File: config.mk
export PLATFORM = sky130hd
export DESIGN_NAME = scan_mux_reg
export DESIGN_NICKNAME = d
export VERILOG_FILES = /design/src/rtl/scan_mux_reg.sv
export SDC_FILE = /design/constraint.sdc
export NUM_CORES = 1
export LEC_CHECK = 0
export CAP_MARGIN = 30
export CORE_AREA = 2 2 77 79
export CTS_CLUSTER_DIAMETER = 50
export DETAILED_ROUTE_END_ITERATION = 8
export DIE_AREA = 0 0 79 81
export GPL_TIMING_DRIVEN = 1
export PLACE_DENSITY = 0.77
export SETUP_SLACK_MARGIN = 0.2
export SLEW_MARGIN = 20
export SYNTH_ARGS = -nofsm -noshare
export SYNTH_HDL_FRONTEND = slang
export SYNTH_SLANG_ARGS = --single-unit
File: constraint.sdc
create_clock -name i_clk -period 5.2 [get_ports i_clk]
set_clock_uncertainty 0.1 [all_clocks]
set_input_delay 1.56 -clock i_clk [delete_from_list [all_inputs] [get_ports i_clk]]
set_output_delay 1.56 -clock i_clk [all_outputs]
set_load 0.005 [all_outputs]
File: src/rtl/scan_mux_reg.sv
// Registered CHANNELS:1 word multiplexer with valid/ready output.
// DIRECT forwards a requested channel; SCAN walks the enabled channels round-robin.
module scan_mux_reg #(
    parameter int unsigned CHANNELS = 8,
    parameter int unsigned WIDTH    = 8,
    localparam int unsigned SEL_W   = $clog2(CHANNELS)
) (
    input  logic                      i_clk,
    input  logic                      i_rst,
    input  logic                      i_mode,
    input  logic [SEL_W-1:0]          i_sel,
    input  logic                      i_sel_valid,
    input  logic [CHANNELS*WIDTH-1:0] i_din,
    input  logic [CHANNELS-1:0]       i_ch_en,
    output logic [WIDTH-1:0]          o_dout,
    output logic [SEL_W-1:0]          o_dout_ch,
    output logic                      o_dout_valid,
    input  logic                      i_dout_ready,
    output logic                      o_sel_err,
    output logic                      o_busy
);

    typedef enum logic [1:0] {
        StIdle   = 2'd0,
        StDirect = 2'd1,
        StScan   = 2'd2,
        StDrain  = 2'd3
    } state_e;

    state_e           r_state;
    logic [WIDTH-1:0] r_dout;
    logic [SEL_W-1:0] r_dout_ch;
    logic [SEL_W-1:0] r_ptr;
    logic             r_valid;
    logic             r_sel_err;

    logic [WIDTH-1:0] w_words [CHANNELS];
    logic             w_free;
    logic             w_sel_ok;
    logic             w_dir_cap;
    logic             w_scan_cap;
    logic             w_cap;
    logic [SEL_W-1:0] w_cap_ch;
    logic             w_scan_hit;
    logic [SEL_W-1:0] w_scan_tgt;
    logic [SEL_W-1:0] w_ptr_next;
    int unsigned      w_idx;

    for (genvar k = 0; k < CHANNELS; k++) begin : g_words
        assign w_words[k] = i_din[k*WIDTH +: WIDTH];
    end

    assign w_free   = !r_valid || i_dout_ready;
    assign w_sel_ok = 32'(i_sel) < CHANNELS;

    // First enabled channel at or after the pointer, wrapping within 0..CHANNELS-1.
    always_comb begin
        w_scan_hit = 1'b0;
        w_scan_tgt = '0;
        w_idx      = 0;
        for (int unsigned i = 0; i < CHANNELS; i++) begin
            w_idx = 32'(r_ptr) + i;
            if (w_idx >= CHANNELS) begin
                w_idx = w_idx - CHANNELS;
            end
            if (!w_scan_hit && i_ch_en[w_idx[SEL_W-1:0]]) begin
                w_scan_hit = 1'b1;
                w_scan_tgt = w_idx[SEL_W-1:0];
            end
        end
    end

    assign w_ptr_next = (32'(w_scan_tgt) == CHANNELS - 1) ? '0
                      : SEL_W'(32'(w_scan_tgt) + 32'd1);

    assign w_dir_cap  = (r_state == StDirect) && i_sel_valid && w_sel_ok && w_free;
    assign w_scan_cap = (r_state == StScan) && w_scan_hit && w_free;
    assign w_cap      = w_dir_cap || w_scan_cap;
    assign w_cap_ch   = w_scan_cap ? w_scan_tgt : i_sel;

    always_ff @(posedge i_clk or posedge i_rst) begin
        if (i_rst) begin
            r_state   <= StIdle;
            r_dout    <= '0;
            r_dout_ch <= '0;
            r_ptr     <= '0;
            r_valid   <= 1'b0;
            r_sel_err <= 1'b0;
        end else begin
            // Bad index is flagged regardless of backpressure.
            r_sel_err <= (r_state == StDirect) && i_sel_valid && !w_sel_ok;

            if (w_cap) begin
                r_dout    <= w_words[w_cap_ch];
                r_dout_ch <= w_cap_ch;
                r_valid   <= 1'b1;
            end else if (i_dout_ready) begin
                r_valid <= 1'b0;
            end

            if (w_scan_cap) begin
                r_ptr <= w_ptr_next;
            end

            case (r_state)
                StIdle: begin
                    r_state <= i_mode ? StScan : StDirect;
                end
                StDirect: begin
                    if (i_mode) begin
                        r_state <= r_valid ? StDrain : StScan;
                    end
                end
                StScan: begin
                    if (!i_mode) begin
                        r_state <= r_valid ? StDrain : StDirect;
                    end
                end
                StDrain: begin
                    // A held word must finish its handshake before the new mode captures.
                    if (w_free) begin
                        r_state <= i_mode ? StScan : StDirect;
                    end
                end
                default: begin
                    r_state <= StIdle;
                end
            endcase
        end
    end

    assign o_dout       = r_dout;
    assign o_dout_ch    = r_dout_ch;
    assign o_dout_valid = r_valid;
    assign o_sel_err    = r_sel_err;
    assign o_busy       = (r_state != StIdle);

endmodule

==> flow_metrics.py, run 1 <==
metrics = {
    "final_layout": {
        "final_area_sq_um": 3530,
        "n_antenna_cell": 0,
        "utilization": 0.621,
        "nets": 452,
        "drive_gt1_frac": 0.118,
        "area_delta_synth_final_pct": 41.3,
        "final_cells": 438,
    },
    "setup_path": {
        "startpoint_type": "input port",
        "path_class": "input port to flop",
        "r2r_slack_ps": 960,
        "critPathArrivalTime_ps": 4880,
        "cp.required_ps": 5240,
        "crit_family": "multiplexers",
        "critical_path_buf_inv_count": 2,
        "cp-end-kind": "flop",
        "cp_max_fo": 11,
        "cp_slowest_cell": "clkdlybuf4s50_1",
        "path_cells": "clkdlybuf4s50_1 -> mux2i_1 -> mux4_2 -> a22o_1 -> and2_4 -> a21o_1 -> a211o_1 -> mux2_4 -> buf_4 -> mux2_1 -> o211a_1",
        "cpPeakStageDelay_ps": 630,
    },
    "clocking": {
        "holdBufCountCts": 0,
        "cts_max_path_buffers": 2,
        "numCtsBuffers": 3,
        "clkTransAtPathRegs_ps": 70,
        "clock-root-buffer": "clkbuf_8",
        "cts.sinks": 17,
        "clk_latency_ps": 260,
        "htreeDepth": 1,
        "cts_tree": "done",
    },
    "detailed_routing": {
        "drt-initial-drc-count": 97,
        "num_vias": 2555,
        "viasPerCell": 5.83,
        "wl_um": 7420,
        "drc": 0,
        "firstDrtPassIters": 4,
        "wire_per_inst_um": 16.9,
        "route.antenna.remaining_nets": 0,
    },
    "grt": {
        "antenna_found_initial": 0,
        "gr-total-overflow": 0,
        "grt_use_total": 0.220,
        "grt_pass1_wl_um": 11200,
        "grt_pass1_vias": 2317,
        "grt_max_degree": 35,
    },
    "floorplan": {
        "rows": 28,
        "start_util": 0.440,
        "fp.dieW_um": 79,
        "io_pins": 94,
        "die_area_sq_um": 6400,
        "die_h_um": 81,
        "coreArea_sq_um": 5680,
    },
    "sta": {
        "rsz0062_at_grt": "false",
        "slew_headroom": 0.469,
        "fmax_ghz": 0.207,
        "finalHoldViolCount": 0,
        "fin_crit_ps": 4840,
        "worstMarginPinSlew_ps": 797,
        "setup_violations": 0,
        "fin_hold_ws_ps": 391,
        "tns_ps": 0,
        "final.setup.worst_slack_ps": 358,
        "fin_crit_sh": 0.931,
        "slew_viol_final": 0,
    },
    "synthesis": {
        "synth.net_count": 366,
        "ys_async_sr_fraction": 1.00,
        "synth_area_sq_um": 2490,
        "synth.top_cell.area_share": 0.171,
        "synth-main-ff-cell": "dfrtp_1",
        "synthCells": 278,
        "yosysTopAreaCell": "dfrtp_1",
        "ys_seq_area_frac": 0.171,
        "synth_cell_types": 62,
        "synth.avg_cell_area_sq_um": 8.97,
        "synth.area.top_cells": "dfrtp_1, mux2i_1, mux4_2",
        "synth_edf_count": 0,
        "synth_seq_cells": 17,
        "yosysWarnings": 0,
    },
    "min_path": {
        "holdCritPathClass": "flop to flop",
    },
    "place": {
        "dp_hpwl_um": 5960,
        "port-buffer-count": 92,
        "dpl.cell_count": 434,
        "dpl-instance-area_sq_um": 3470,
        "routabilityCongestion": 0.929,
        "dp_slack_ps": 90.7,
    },
    "outcome": {
        "status": "completed",
    },
    "power_and_ir_drop": {
        "p_leak_nw": 1.45,
        "total_power_mw": 2.10,
        "irDropWorstVdd_uv": 460,
        "powerDensity_nw_per_um2": 597,
    },
    "job": {
        "maxCapViolations": 0,
    },
}
[state kept, by name (all words and copies together), names as in the netlist]
signal and cells:
o_dout 8, r_state 2, o_dout_valid 1, r_ptr 3, o_dout_ch 3
[metal layers]
| layer | track usage | up-vias | routed length [um] |
|---|---|---|---|
| met4 | 0.0483 | 0 | 84 |
| met2 | 0.391 | 73 | 3850 |
| met3 | 0.0222 | 7 | 351 |
| li1 | - | 1242 | - |
| met1 | 0.291 | 1233 | 3130 |
| met5 | 0 | - | 0 |
[layout by cell type, fill, tap and decap left out, types with 5 or more instances in the layout]
cell type        instances
o211a_1                  7
buf_4                   11
a21oi_1                 17
o21ai_0                  8
nor2_1                  12
nor2b_1                  5
mux4_2                  12
mux2_1                   7
mux2_2                   5
ha_1                     8
a22oi_1                  9
mux2i_1                 35
inv_1                   10
dfrtp_1                 17
clkdlybuf4s50_1         92
nand2_1                 28
[worst register-to-register path, stage by stage (launching register included)]
cell and delay, ps:
dfrtp_1 360, inv_1 130, ha_1 770, mux2i_1 240, mux4_2 510, a22o_1 280, and2_4 160, a21o_1 170
a211o_1 330, mux2_4 370, buf_4 200, mux2_1 310, o211a_1 200
[Yosys cell counts, types with 8 or more instances]
master / n
nor2_1: 13
dfrtp_1: 17
inv_1: 10
mux2i_1: 36
a21oi_1: 17
a22oi_1: 9
o21ai_0: 8
nand2_1: 29
clkbuf_1: 8
mux4_2: 12
ha_1: 8
[final cells by class]
class	count	area, sq um
timing repair buffer	104	1020
sequential	17	425
clock inverter	1	5.00
multi-input combinational	228	1900
clock buffer	3	41.3
inverter	10	37.5
tap	75	93.8
fill	522	2150
[final timing paths]
path	from	end	cells after the start
worst min register to register	o_dout_ch[0]	o_dout_ch[0]	2
worst min-delay path	o_dout_ch[0]	o_dout_ch[0]	2
worst max register to register	r_ptr[0]	o_dout[1]	12
worst max-delay path	i_ch_en[5]	o_dout[1]	11
min in group asynchronous	i_rst	o_dout_ch[0]	2
max in group asynchronous	i_rst	o_dout[5]	2
[timing repair]
item	4_1_cts	5_1_grt
buffers inserted	0	0
gates resized for setup	0	3
endpoints found under the setup margin	0	7
endpoints found under the hold margin	0	0
[report_power, final]
| group | total, mW | switching [mW] | leakage [nW] | internal (mW) |
|---|---|---|---|---|
| clock network | 0.101 | 0.0477 | 0.0255 | 0.0532 |
| logic | 1.74 | 0.874 | 1.22 | 0.862 |
| registers | 0.266 | 0.0644 | 0.199 | 0.202 |
[kinds of logic (layout without fill, tap and decap cells)]
family | after synthesis | in the layout | share of synthesized area
XOR/XNOR | 3 | 3 | 0.0135
multiplexers | 62 | 62 | 0.319
AO/OA/AOI/OAI | 74 | 74 | 0.220
other | 1 | 1 | 0.00150
buffers and inverters | 33 | 118 | 0.0717
flip-flops | 17 | 17 | 0.171
adder cells (fa/ha/maj) | 8 | 8 | 0.0401
AND/OR/NAND/NOR | 80 | 80 | 0.164
No activity file was read; power rests on OpenSTA's default activity.
==> run 2: changes to the inputs <==
--- a/config.mk
+++ b/config.mk
@@ -12,7 +12,6 @@
 export DIE_AREA = 0 0 79 81
 export GPL_TIMING_DRIVEN = 1
 export PLACE_DENSITY = 0.77
-export SETUP_SLACK_MARGIN = 0.2
 export SLEW_MARGIN = 20
 export SYNTH_ARGS = -nofsm -noshare
 export SYNTH_HDL_FRONTEND = slang
==> run 2 against run 1 <==
Effect of this change: total power decreased by 0.32%; flip-flop and latch count unchanged; fmax decreased by 0.15%; setup slack got worse by 7.3 ps; die area unchanged; critical path depth unchanged; final cell count unchanged; sequential share of layout area about the same; routed wire length decreased by 0.26%; first-iteration DRC count unchanged; worst hold slack improved by 1.1 ps; critical endpoint is now o_dout[2]; highest routed layer unchanged.
==> flow_metrics.py, run 2 (synthesized netlist as in run 1, its figures left out) <==
metrics = {
    "floorplan": {
        "start_util": 0.440,
        "die_area_sq_um": 6400,
        "fp.dieW_um": 79,
        "die_h_um": 81,
        "io_pins": 94,
        "rows": 28,
        "coreArea_sq_um": 5680,
    },
    "sta": {
        "fmax_ghz": 0.206,
        "rsz0062_at_grt": "false",
        "finalHoldViolCount": 0,
        "worstMarginPinSlew_ps": 800,
        "slew_viol_final": 0,
        "fin_crit_sh": 0.932,
        "slew_headroom": 0.467,
        "setup_violations": 0,
        "fin_crit_ps": 4850,
        "tns_ps": 0,
        "final.setup.worst_slack_ps": 351,
    },
    "place": {
        "dp_hpwl_um": 5960,
        "port-buffer-count": 92,
        "dp_slack_ps": 90.7,
        "routabilityCongestion": 0.929,
    },
    "grt": {
        "grt_use_total": 0.220,
        "grt_pass1_vias": 2317,
        "gr-total-overflow": 0,
        "grt_max_degree": 35,
        "antenna_found_initial": 0,
        "grt_pass1_wl_um": 11200,
    },
    "clocking": {
        "cts.sinks": 17,
        "holdBufCountCts": 0,
        "cts_tree": "done",
        "cts_max_path_buffers": 2,
        "numCtsBuffers": 3,
        "ctsResizeCount": 0,
        "htreeDepth": 1,
        "clkTransAtPathRegs_ps": 70,
        "post_cts_buffers": 0,
        "clk_latency_ps": 260,
        "clock-root-buffer": "clkbuf_8",
    },
    "setup_path": {
        "path_cells": "clkdlybuf4s50_1 -> mux2i_1 -> mux4_2 -> a22o_1 -> and2_4 -> a21o_1 -> a211o_1 -> mux2_4 -> buf_12 -> mux2_1 -> o211a_1",
        "cp-end-kind": "flop",
        "critPathArrivalTime_ps": 4900,
        "cp_slowest_cell": "clkdlybuf4s50_1",
        "startpoint_type": "input port",
        "cpPeakStageDelay_ps": 630,
        "path_class": "input port to flop",
        "cp.required_ps": 5250,
        "cp_max_fo": 17,
    },
    "power_and_ir_drop": {
        "p_switching_uw": 983,
        "switching_share": 0.469,
        "p_int_mw": 1.11,
        "combPwrFrac": 0.825,
        "powerDensity_nw_per_um2": 596,
        "irDropWorstVdd_uv": 461,
        "p_leak_nw": 1.44,
        "power_frac_seq": 0.127,
        "power_frac_clock": 0.048,
    },
    "detailed_routing": {
        "wl_um": 7400,
        "route.antenna.remaining_nets": 0,
        "drc": 0,
        "num_vias": 2536,
        "viasPerCell": 5.79,
        "drt-initial-drc-count": 97,
        "wire_per_inst_um": 16.9,
        "firstDrtPassIters": 4,
    },
    "min_path": {
        "holdCritPathClass": "flop to flop",
    },
    "job": {
        "maxCapViolations": 0,
    },
    "final_layout": {
        "n_antenna_cell": 0,
        "most-common-layout-cells": "clkdlybuf4s50_1, mux2i_1, nand2_1, a21oi_1, dfrtp_1",
        "filler_cell_count": 522,
        "layout_commonest_cell": "clkdlybuf4s50_1",
        "area_delta_synth_final_pct": 41.0,
        "drive_gt1_frac": 0.110,
        "largest_register_ffs": 8,
        "nets": 452,
    },
    "outcome": {
        "status": "completed",
    },
}
## run 2: cell count changes in the layout (fill, tap and decap cells not counted)
| cell | change |
|---|---|
| mux2i_1 | +1 |
| mux2i_2 | -1 |
| nand2_1 | +1 |
| nand2_2 | -1 |
| nor2_1 | +1 |
| nor2_2 | -1 |
## run 2: routing by layer
metal  GRT usage  up-vias  part of all wire
met5           0        -                 0
li1            -     1240                 -
met4      0.0483        0             0.011
met2       0.391       73              0.52
met1       0.291     1217              0.42
met3      0.0222        6             0.045
## run 2: worst max-delay path: cells and delay by family
kind / cells / cell delay [ps]
mux: 4 / 1370
compound gates: 4 / 990
buf+inv: 2 / 820
simple gates: 1 / 160
## run 2: layout make-up
type,count,area [sq um],share of cell area
clock buffers,3,41.3,0.0117
well taps,75,93.8,0.0267
multi-input cells,228,1890,0.538
repair buffers,104,1020,0.291
inverters,10,37.5,0.0107
flip-flops and latches,17,425,0.121
clock inverters,1,5.00,0.00142
## run 2: path summary, 6_finish.rpt
check / from / endpoint / slack (ps) / cells after the start
worst min-delay path: o_dout_ch[0] / o_dout_ch[0] / 390 / 2
worst max-delay path: i_ch_en[7] / o_dout[2] / 350 / 11
max in group asynchronous: i_rst / o_dout[5] / 2970 / 2
min in group asynchronous: i_rst / o_dout_ch[0] / 1600 / 2
worst min register to register: o_dout_ch[0] / o_dout_ch[0] / 390 / 2
worst max register to register: r_ptr[0] / o_dout[2] / 950 / 12
## run 2: stage by stage
stage          cell area [sq um]  hold slack (ps)  std cells  power [mW]   util
2_1_floorplan               2490              370        278        1.56      -
3_3_place_gp                3470              363        434        1.95  0.612
3_5_place_dp                3470              370        434        1.98  0.612
4_1_cts                     3520              389        438        2.09  0.620
5_1_grt                     3520              424        438        2.28  0.620
6_report                    3520              392        438        2.10  0.620
## run 2: power groups by stage
stage          Sequential (mW)  Combinational [mW]  Clock [mW]
3_5_place_dp             0.267                1.71           0
5_1_grt                  0.275                1.90       0.109
3_3_place_gp             0.263                1.68           0
6_report                 0.266                1.73       0.101
4_1_cts                  0.264                1.72       0.103
2_1_floorplan            0.247                1.31           0
==> patch 1: new RTL, flow settings as in run 2 <==
`WIDTH`: 8 -> 12.
--- a/src/rtl/scan_mux_reg.sv
+++ b/src/rtl/scan_mux_reg.sv
@@ -3,5 +3,5 @@
 module scan_mux_reg #(
     parameter int unsigned CHANNELS = 8,
-    parameter int unsigned WIDTH    = 8,
+    parameter int unsigned WIDTH    = 12,
     localparam int unsigned SEL_W   = $clog2(CHANNELS)
 ) (
Ports: changed (resized i_din and o_dout); port bits go from 94 to 130. The function was not compared with the original's and may differ.
==> patch 1 against run 2 <==
- wire length rose by 23%
- total power rose by 24%
- sequential cell count grew 4
- area after synthesis rose by 14%
- cell count rose by 17%
- final area grew 19%
- setup slack better by 0.13 ns
==> patch 1: results (changes against run 2) <==
Area after DPL = 4140 um2 (+19%)
share of the final layout cell area in sequential cells = 0.125 (+0.00453)
Synth top cells by count = 75 x sky130_fd_sc_hd__nand2_1, 40 x sky130_fd_sc_hd__mux2i_1, 25 x sky130_fd_sc_hd__a32o_1
worst-skew pair later-pin latency = 0.26 ns (about the same)
number of synthesized register bits = 21 (+4)
switching power total = 1.26 mW (+28%)
Total GRT Usage = 0.269 (+0.0494)
placed wire-length estimate = 7.19 mm (+21%)
status = completed
buffer levels on the longest clock path = 2 (unchanged)
static leakage power = 1.73 nW (+20%)
placement-stage worst setup slack = 0.248 ns (+0.157 ns)
number of ordinary and repair buffers in the finished layout = 136 (+31%)
vias in the first global route = 2804 (+21%)
HP Class = reg2reg
Filler cells = 476 (-8.8%)
largest net degree at the start of global routing = 37 (+5.7%)
total of clock buffers placed in the layout = 4 (+1)
count of multi-input combinational gates = 262 (+15%)
area of all placed cells without fillers = 4190 um2 (+19%)
nets in the synthesized netlist = 440 (+20%)
sequential cell area fraction in the yosys report = 0.185 (+0.0141)
NumNets Final = 556 (+23%)
worst relative slew slack = 0.448 (-0.0185)
iteration-0 DRC count of the detailed router = 178 (+84%)
non-clk buf share = 0.326 (+0.0353)
max reg flops = 12 (+4)
fraction of area in multi-input gates = 0.503 (-0.0341)
gp weighted congestion = 1.04 (+12%)
Clock Root Buffer = sky130_fd_sc_hd__clkbuf_8
count of cell types in the netlist = 55 (-11%)
routed via count divided by cell count = 5.83 (+0.65%)
CP Data Arrival Time = 4.75 ns (-0.15 ns)
worst-path fanout max = 12 (-5)
worst supply voltage drop on vdd = 0.430 mV (-6.6%)
share of cells above drive strength 1 = 0.131 (+0.0205)
Reg clk slew, reported paths = 0.07 ns (about the same)
count of buffers added by post-CTS timing repair for setup = 0 (unchanged)
detailed-route wire length per cell = 17.9 um (+5.7%)
Clock buf/inv share = 0.0108 (-0.00241)
TritonCTS buffer count = 3 (unchanged)
number of instances resized during post-cts repair = 0 (unchanged)
wire length of the first global-routing pass = 13.6 mm (+22%)
nonclk inv count = 13 (+3)
number of input and output port buffers inserted = 128 (+39%)
Synth area leaders = sky130_fd_sc_hd__dfrtp_1 18%, sky130_fd_sc_hd__mux2i_1 14%, sky130_fd_sc_hd__nand2_1 9.9%
## patch 1: changes by cell type in the layout (fill, tap and decap cells not counted), sizes merged, moves of 7 or more
cell | before | now
a21oi | 17 | 7
clkdlybuf4s50 | 92 | 128
mux2 | 14 | 7
a32o | 0 | 25
a22oi | 9 | 0
o31ai | 2 | 13
nand2 | 29 | 76
o21ai | 8 | 15
## patch 1: kinds of logic (layout without fill, tap and decap cells)
| kind of cell | count (synthesis) | in the layout | synth area share |
|---|---|---|---|
| buffers and inverters | 38 | 153 | 0.0747 |
| multiplexers | 58 | 58 | 0.257 |
| adder cells (fa/ha/maj) | 7 | 7 | 0.0308 |
| AND/OR/NAND/NOR | 104 | 104 | 0.156 |
| other | 1 | 1 | 0.00132 |
| AO/OA/AOI/OAI | 86 | 86 | 0.277 |
| flip-flops | 21 | 21 | 0.185 |
| XOR/XNOR | 6 | 6 | 0.0185 |
## patch 1: per-layer routing
layer | global-route usage | wire length [um] | vias to the layer above
li1 | - | - | 1431
met1 | 0.348 | 3790 | 1414
met2 | 0.457 | 4540 | 117
met3 | 0.0533 | 580 | 16
met4 | 0.0845 | 208 | 0
met5 | 0 | 0 | -
## patch 1: power groups by stage
stage                     registers [mW]  clock network [mW]  logic (mW)
after detailed placement           0.329                   0        2.13
after global placement             0.326                   0        2.10
final                              0.326               0.110        2.15
after CTS                          0.326               0.110        2.14
after floorplan                    0.302                   0        1.62
after global routing               0.339               0.115        2.34
## patch 1: worst max-delay path, stage by stage
cell                              delay, ns
sky130_fd_sc_hd__clkdlybuf4s50_1       0.51
sky130_fd_sc_hd__mux4_2                0.59
sky130_fd_sc_hd__mux2_2                0.38
sky130_fd_sc_hd__nor2_1                0.12
sky130_fd_sc_hd__nand3_1               0.15
sky130_fd_sc_hd__o211ai_2              0.31
sky130_fd_sc_hd__nand2_1               0.09
sky130_fd_sc_hd__o21a_1                0.15
sky130_fd_sc_hd__nor2_2                0.51
sky130_fd_sc_hd__a32o_1                0.29
sky130_fd_sc_hd__o31ai_2               0.07
## patch 1: per-stage QoR
stage	utilization	hold WS (ns)	instances	power, mW
detailed placement	0.730	0.376	507	2.46
floorplan	-	0.373	321	1.92
global route	0.738	0.412	511	2.79
global placement	0.730	0.368	507	2.43
finish	0.738	0.382	511	2.59
CTS	0.738	0.386	511	2.58
## patch 1: final timing paths
kind                                 start    endpoint  slack [ns]  depth (start not counted)
max in group asynchronous            i_rst   o_dout[1]        2.83                          2
worst max-delay path            i_ch_en[7]   o_dout[9]        0.49                         11
worst min register to register   o_dout[0]   o_dout[0]        0.38                          2
min in group asynchronous            i_rst  r_state[0]        1.65                          2
worst max register to register    r_ptr[1]   o_dout[9]        0.64                         14
worst min-delay path             o_dout[0]   o_dout[0]        0.38                          2
==> patch 2: new RTL, settings of run 2 <==
Made on the original files. The 4 states of `state_e` get a one-hot encoding in 4 bits.
--- a/src/rtl/scan_mux_reg.sv
+++ b/src/rtl/scan_mux_reg.sv
@@ -21,9 +21,9 @@
 );
 
-    typedef enum logic [1:0] {
-        StIdle   = 2'd0,
-        StDirect = 2'd1,
-        StScan   = 2'd2,
-        StDrain  = 2'd3
+    typedef enum logic [3:0] {
+        StIdle   = 4'b0001,
+        StDirect = 4'b0010,
+        StScan   = 4'b0100,
+        StDrain  = 4'b1000
     } state_e;
 
Check against the original RTL: no difference found for any inputs over 4 cycles, from zero or initial values and one cycle with i_rst high; so few cycles prove little.
==> patch 2 against run 2 <==
- sequential cell count rose by 2
- total power grew 1.2%
- final area grew 20%
- non-clock buffer count up 5
- via count is 38% higher
- setup slack got worse by 0.087 ns
- wire length rose by 35%
- area after synthesis increased by 26%
- critical endpoint is now o_dout[5]
==> patch 2: results (changes against run 2) <==
max reg flops = 8 (unchanged)
CP Data Arrival Time = 4.98 ns (+0.08 ns)
NumNets Final = 548 (+21%)
placed wire-length estimate = 7.59 mm (+27%)
vias in the first global route = 3331 (+44%)
Synth top cells by count = 60 x sky130_fd_sc_hd__nand2_1, 37 x sky130_fd_sc_hd__a22oi_1, 34 x sky130_fd_sc_hd__nand3_1
Total GRT Usage = 0.311 (+0.0909)
First-pass DRT Iterations = 5 (+1)
worst supply voltage drop on vdd = 0.401 mV (-13%)
iteration-0 DRC count of the detailed router = 238 (+150%)
nets in the synthesized netlist = 469 (+28%)
synthesized area divided by synthesized cell count = 8.11 um2 (-9.6%)
worst-skew pair later-pin latency = 0.26 ns (about the same)
wire length of the first global-routing pass = 16.1 mm (+44%)
fraction of synthesis flops using an asynchronous set or reset pin = 1.00 (unchanged)
wire length after detailed routing = 10.0 mm (+35%)
routed via count divided by cell count = 6.50 (+12%)
worst-path fanout max = 8 (-9)
sequential cell area fraction in the yosys report = 0.152 (-0.0183)
pins over their slew limit = 0 (unchanged)
kind of cell adding the most delay to the critical path = compound AO/OA/AOI/OAI gates
Synth area leaders = sky130_fd_sc_hd__dfrtp_1 14%, sky130_fd_sc_hd__a22oi_1 8.9%, sky130_fd_sc_hd__mux4_2 7.9%
share of cells above drive strength 1 = 0.147 (+0.0364)
placed cells = 534 (+23%)
Clock Root Buffer = sky130_fd_sc_hd__clkbuf_8
delay contributed by the slowest stage of the critical path = 0.62 ns
count of cell types in the netlist = 68 (+9.7%)
final non-filler cell total = 539 (+23%)
status = completed
TritonCTS buffer count = 3 (unchanged)
number of antenna violations at the first check in global routing = 0 (unchanged)
Critical Path Slowest Stage Cell = sky130_fd_sc_hd__mux4_2
worst relative slew slack = 0.475 (+0.00800)
largest net degree at the start of global routing = 39 (+11%)
static leakage power = 1.48 nW (+2.7%)
synthesis warning total = 0 (unchanged)
dominant register cell in the synthesized netlist = sky130_fd_sc_hd__dfrtp_1
HP Class = reg2reg
final-report hold violation count = 0 (unchanged)
number of input and output port buffers inserted = 92 (unchanged)
gp weighted congestion = 0.945 (+1.7%)
==> patch 2: cell types whose count changed in the layout (fill, tap and decap cells not counted), sizes merged, moves of 9 or more <==
| cell | before | now |
|---|---|---|
| mux2i | 36 | 14 |
| o2111a | 0 | 16 |
| nand2 | 29 | 62 |
| nand3 | 4 | 34 |
| a22oi | 9 | 37 |
| o21ai | 8 | 17 |
==> patch 2: cell families (layout without fill, tap and decap cells) <==
logic type,count (synthesis),after routing,synth area share
xor gates and xnor gates,5,5,0.0140
and+or+nand+nor,147,147,0.229
other,1,1,0.00120
muxes,33,33,0.166
buffers and inverters,43,121,0.0639
adders and majority gates,3,3,0.0120
DFF,19,19,0.152
AOI/OAI and AO/OA,135,135,0.362
==> patch 2: per-stage QoR <==
| step | setup WS (ns) | util | instance area (um2) |
|---|---|---|---|
| 6_report | 0.264 | 0.746 | 4240 |
| 4_1_cts | 0.243 | 0.743 | 4220 |
| 2_1_floorplan | 0.951 | - | 3130 |
| 5_1_grt | 0.0452 | 0.746 | 4240 |
| 3_5_place_dp | -0.0170 | 0.735 | 4170 |
| 3_3_place_gp | 0.0324 | 0.735 | 4170 |
==> patch 2: area by class of cell <==
cell class / instances / area, um2
fill: 438 / 1440
sequential: 19 / 477
inverter: 8 / 30.0
timing repair buffer: 109 / 1120
tap: 75 / 93.8
clock buffer: 4 / 45.0
multi-input combinational: 324 / 2470
==> patch 2: final timing paths <==
path / from / end / slack [ns] / cells past startpoint
worst max-delay path: i_ch_en[4] / o_dout[5] / 0.26 / 12
worst min-delay path: o_dout[6] / o_dout[6] / 0.39 / 2
worst max register to register: r_ptr[0] / o_dout[5] / 0.69 / 14
worst min register to register: o_dout[6] / o_dout[6] / 0.39 / 2
max in group asynchronous: i_rst / o_dout[6] / 2.87 / 2
min in group asynchronous: i_rst / r_state[3] / 1.64 / 2
==> patch 2: per-layer routing <==
| layer | vias up | wire length [um] | track usage |
|---|---|---|---|
| met4 | 0 | 197 | 0.0776 |
| met2 | 151 | 4740 | 0.520 |
| met5 | - | 0 | 0 |
| met1 | 1670 | 4400 | 0.427 |
| li1 | 1664 | - | - |
| met3 | 18 | 685 | 0.0422 |
==> patch 2: what timing repair did <==
| action | CTS | global route |
|---|---|---|
| setup endpoints to repair | 0 | 2 |
| resized for setup | 0 | 1 |
| setup buffers | 0 | 1 |
==> patch 2: power by group <==
part / internal [mW] / switching, mW / leakage (nW)
Sequential: 0.217 / 0.0787 / 0.237
Combinational: 0.818 / 0.901 / 1.22
Clock: 0.0546 / 0.0528 / 0.0228
